## src/rtl/byte_pack_fifo.sv

```systemverilog
// Pairs incoming bytes little-endian into 16-bit words and buffers them in a DEPTH-word FWFT FIFO.
// input_enable comes from registered state and flush only; a pop frees space one cycle later.
module byte_pack_fifo #(
  parameter int          DEPTH    = 16,
  parameter logic [7:0]  PAD_BYTE = 8'h00
) (
  input  logic                     clk,
  input  logic                     rst,
  input  logic                     input_valid,
  output logic                     input_enable,
  input  logic [7:0]               data_in,
  input  logic                     flush,
  output logic                     output_valid,
  input  logic                     output_enable,
  output logic [15:0]              data_out,
  output logic [$clog2(DEPTH):0]   level,
  output logic                     byte_pending
);

  localparam int AW = $clog2(DEPTH);
  localparam int LW = AW + 1;
  localparam logic [LW-1:0] FULL_LVL = LW'(DEPTH);

  typedef enum logic {
    LOW_WAIT  = 1'b0,
    HIGH_WAIT = 1'b1
  } state_t;

  state_t          r_state;
  logic [7:0]      r_hold;
  logic [AW-1:0]   r_wr_ptr;
  logic [AW-1:0]   r_rd_ptr;
  logic [LW-1:0]   r_level;
  logic [15:0]     r_mem [DEPTH];

  logic            w_pending;
  logic            w_full;
  logic            w_byte_acc;
  logic            w_flush_go;
  logic            w_push;
  logic            w_pop;
  logic [15:0]     w_push_word;

  assign w_pending    = (r_state == HIGH_WAIT);
  assign w_full       = (r_level == FULL_LVL);
  assign input_enable = !flush && !(w_pending && w_full);
  assign w_byte_acc   = input_valid && input_enable;
  // flush and a byte transfer are mutually exclusive because flush drops input_enable
  assign w_flush_go   = flush && w_pending && !w_full;
  assign w_push       = (w_byte_acc && w_pending) || w_flush_go;
  assign w_push_word  = w_flush_go ? {PAD_BYTE, r_hold} : {data_in, r_hold};

  assign output_valid = (r_level != '0);
  assign w_pop        = output_valid && output_enable;
  assign data_out     = output_valid ? r_mem[r_rd_ptr] : 16'h0000;
  assign level        = r_level;
  assign byte_pending = w_pending;

  always_ff @(posedge clk or posedge rst) begin
    if (rst) begin
      r_state  <= LOW_WAIT;
      r_hold   <= 8'h00;
      r_wr_ptr <= '0;
      r_rd_ptr <= '0;
      r_level  <= '0;
    end else begin
      case (r_state)
        LOW_WAIT: begin
          if (w_byte_acc) begin
            r_hold  <= data_in;
            r_state <= HIGH_WAIT;
          end
        end
        HIGH_WAIT: begin
          if (w_push) begin
            r_state <= LOW_WAIT;
          end
        end
        default: r_state <= LOW_WAIT;
      endcase

      if (w_push) begin
        r_wr_ptr <= r_wr_ptr + AW'(1);
      end
      if (w_pop) begin
        r_rd_ptr <= r_rd_ptr + AW'(1);
      end
      if (w_push && !w_pop) begin
        r_level <= r_level + LW'(1);
      end else if (w_pop && !w_push) begin
        r_level <= r_level - LW'(1);
      end
    end
  end

  // storage is deliberately left out of reset
  always_ff @(posedge clk) begin
    if (w_push) begin
      r_mem[r_wr_ptr] <= w_push_word;
    end
  end

endmodule

```

## config.mk

```make
export PLATFORM = sky130hd
export DESIGN_NAME = byte_pack_fifo
export DESIGN_NICKNAME = d
export VERILOG_FILES = /design/src/rtl/byte_pack_fifo.sv
export SDC_FILE = /design/constraint.sdc
export NUM_CORES = 1
export LEC_CHECK = 0
export ABC_AREA = 0
export CAP_MARGIN = 20
export CORE_AREA = 2 2 155 157
export CTS_CLUSTER_DIAMETER = 100
export DETAILED_ROUTE_END_ITERATION = 12
export DIE_AREA = 0 0 157 159
export SYNTH_ARGS = -nofsm -noshare
export SYNTH_HDL_FRONTEND = slang
export SYNTH_SLANG_ARGS = --single-unit
export TNS_END_PERCENT = 20
```

## constraint.sdc

```tcl
create_clock -name clk -period 5.8 [get_ports clk]
set_clock_uncertainty 0.15 [all_clocks]
set_input_delay 0.87 -clock clk [delete_from_list [all_inputs] [get_ports clk]]
set_output_delay 0.87 -clock clk [all_outputs]
set_load 0.01 [all_outputs]
```

==> flow_metrics.tcl <==
set metrics [dict create \
    status "finished clean" \
    vias 5316 \
    coreArea_um2 23200 \
    gr-max-usage-layer "met2" \
    synthTopCellsByCount "edfxtp_1 (256), mux4_2 (64), mux2_2 (26)" \
    synth-seq-area-share_pct 74.9 \
    place_ws_ps 1750 \
    gr-usage-met2_pct 31.7 \
    ioPinCount 37 \
    multi_input_area_um2 2660 \
    fin_hold_ws_ps 437 \
    period_needed_ps 4540 \
    grt_pass1_wl_um 36100 \
    met1_usage_pct 29.2 \
    antenna_found_initial 0 \
    hpwl_um 14000 \
    power_leakage_uw 0.00422 \
    hold_class "reg -> reg" \
    clock.fmax_mhz 220 \
    ys_types 36 \
    wl_per_cell_um 25.9 \
    cts_num_sinks 278 \
    port_buffers 36 \
    ir_worst_vdd_uv 361 \
    cts.clk_slew.worst_paths_ps 60 \
    setup_tns_ps 0 \
    routed_via_density 5.71 \
    dieArea_um2 25000 \
    htree_levels 1 \
    cts_tree "yes" \
    synth-async-reset-ratio_pct 7.91 \
    grt_pass1_vias 5574 \
    ctsResizeCount 0 \
    drv_slew 0 \
    antenna_cells 0 \
    worst_ep_required_time_ps 4780 \
    arrival_ps 3520 \
    hold_buffers 0 \
    cap_viol_max_count 0 \
    worstSkewPairLatency_ps 540 \
    gp_congestion 0.758 \
    dp_cells 875 \
    yosys_warnings 0 \
    clockBufferDepth 3 \
    route.detailed.drc 0 \
    rsz0062_at_grt "false" \
    root_buffer "clkbuf_16" \
    grt_usage_pct 20.1 \
    synth_area_per_cell_um2 21.1 \
    netlist.area_leader.share_pct 69.9 \
    finalCritPeriodShare_pct 78.3 \
    synth_fp_nets 545 \
    initial_core_util_pct 47.4 \
    die_w_um 157 \
    synthToLayoutAreaGrowth_pct 17.6 \
    syn_area_um2 11000 \
    path_class "reg -> out" \
    cp_max_fo 34 \
    detail-route-antenna-nets 0 \
    synth_area_leader_cell "edfxtp_1" \
    drtIter0Drc 406 \
    synth.ff_latch_count 278 \
    powerDensity_nw_per_um2 533 \
    maxSlewHeadroom_pct 24.2 \
    fin_cells 931 \
    post_cts_buffers 0 \
    grt_max_degree 41 \
    setup_viol_count_final 0 \
    dr.pass1.iters 5 \
    final_net_count 613 \
    fin_ws_ps 1260 \
    seq_area_um2 8240 \
    drive_gt1_share_pct 28.3 \
    grt_use_met3_pct 3.73 \
    overflow 0 \
    die_h_um 159 \
    drt-total-wl_um 24200 \
    hold_viol_final 0 \
    fill_cells 1780 \
    cts_buffers 28 \
    yosys-top-cells-area "edfxtp_1 (70%), mux4_2 (13%), dfrtp_1 (5.0%), mux2_2 (2.7%), a221o_1 (1.5%)" \
    worstMarginPinSlew_ps 1130 \
    synth_cells 522 \
    synthFlopType "edfxtp_1" \
    synth_edf_count 256 \
    cp-start-kind "flop" \
    yosys.cell_count.top_type "edfxtp_1" \
    crit_path_end_kind "primary output" \
    rows 56 \
]
[kinds of logic (layout without fill, tap and decap cells)]
| logic type | count (synthesis) | after routing | share of synthesized area [%] |
|---|---|---|---|
| adders and majority gates | 10 | 10 | 1.21 |
| and+or+nand+nor | 68 | 68 | 3.47 |
| muxes | 91 | 91 | 15.9 |
| xor gates and xnor gates | 9 | 9 | 0.717 |
| AOI/OAI and AO/OA | 34 | 34 | 2.54 |
| buffers and inverters | 32 | 122 | 1.33 |
| DFF | 278 | 278 | 74.9 |
[routing by layer]
| layer | wire, um | part of all wire (%) |
|---|---|---|
| met1 | 10300 | 43 |
| met2 | 11900 | 49 |
| met3 | 1470 | 6.1 |
| met4 | 484 | 2.0 |
| met5 | 0 | 0 |
[area by class of cell]
| cell class | instances | share of cell area, % |
|---|---|---|
| Timing Repair Buffer | 63 | 4.94 |
| Clock buffer | 34 | 5.75 |
| Multi-Input combinational cell | 212 | 20.5 |
| Tap cell | 319 | 3.08 |
| Sequential cell | 278 | 63.7 |
| Inverter | 7 | 0.203 |
| Clock inverter | 18 | 1.80 |
[flip-flops by register name (all words and copies together) (netlist names)]
| register | count |
|---|---|
| r_wr_ptr | 4 |
| byte_pending | 1 |
| r_rd_ptr | 4 |
| r_hold | 8 |
| level | 5 |
| r_mem | 256 |
[cell usage in the layout, fill, tap and decap left out, drive strengths merged]
cell,instances
dfrtp,22
xnor2,7
nand2,11
a21o,3
clkdlybuf4s50,36
nor3,8
mux2i,1
mux4,64
bufinv,6
nor3b,2
ha,9
clkinv,12
nor2b,13
mux2,26
nor2,6
or4,1
inv,7
o21ai,6
nand3,6
edfxtp,256
buf,27
a2111oi,1
o31ai,1
a221o,16
nand4,1
o211ai,2
and2b,3
a21oi,3
nor4,2
clkbuf,34
fa,1
and2,15
a31oi,1
xor2,2
o221ai,1
[stage by stage]
stage | instance area [um^2] | total power, uW | util, %
floorplan | 11000 | 4200 | -
global placement | 11900 | 4980 | 51.1
detailed placement | 11900 | 5050 | 51.2
CTS | 12900 | 6960 | 55.4
global route | 12900 | 7220 | 55.8
finish | 12900 | 6900 | 55.8
[where the power goes]
part           internal [uW]  switching (uW)
combinational           1090             959
sequential              2600             353
clock                   1170             727
total                   4860            2040
[path summary, 6_finish.rpt]
kind / to / depth (start not counted) / from / slack [ps]
worst max-delay path: data_out[3] / 5 / r_rd_ptr[0]$_DFFE_PP0P_ / 1260
worst min-delay path: r_rd_ptr[2]$_DFFE_PP0P_ / 1 / r_rd_ptr[2]$_DFFE_PP0P_ / 440
worst max register to register: level[4]$_DFFE_PP0P_ / 10 / level[3]$_DFFE_PP0P_ / 2360
worst min register to register: r_rd_ptr[2]$_DFFE_PP0P_ / 1 / r_rd_ptr[2]$_DFFE_PP0P_ / 440
max in group asynchronous: r_rd_ptr[0]$_DFFE_PP0P_ / 3 / rst / 4570
min in group asynchronous: r_wr_ptr[1]$_DFFE_PP0P_ / 2 / rst / 470
[critical path, stage by stage, from the launching register on]
cell,delay (ps)
dfrtp_4,870
buf_4,400
mux4_2,540
mux2_2,280
a221o_1,380
clkdlybuf4s50_1,510
(Power assumes the default switching activity.)
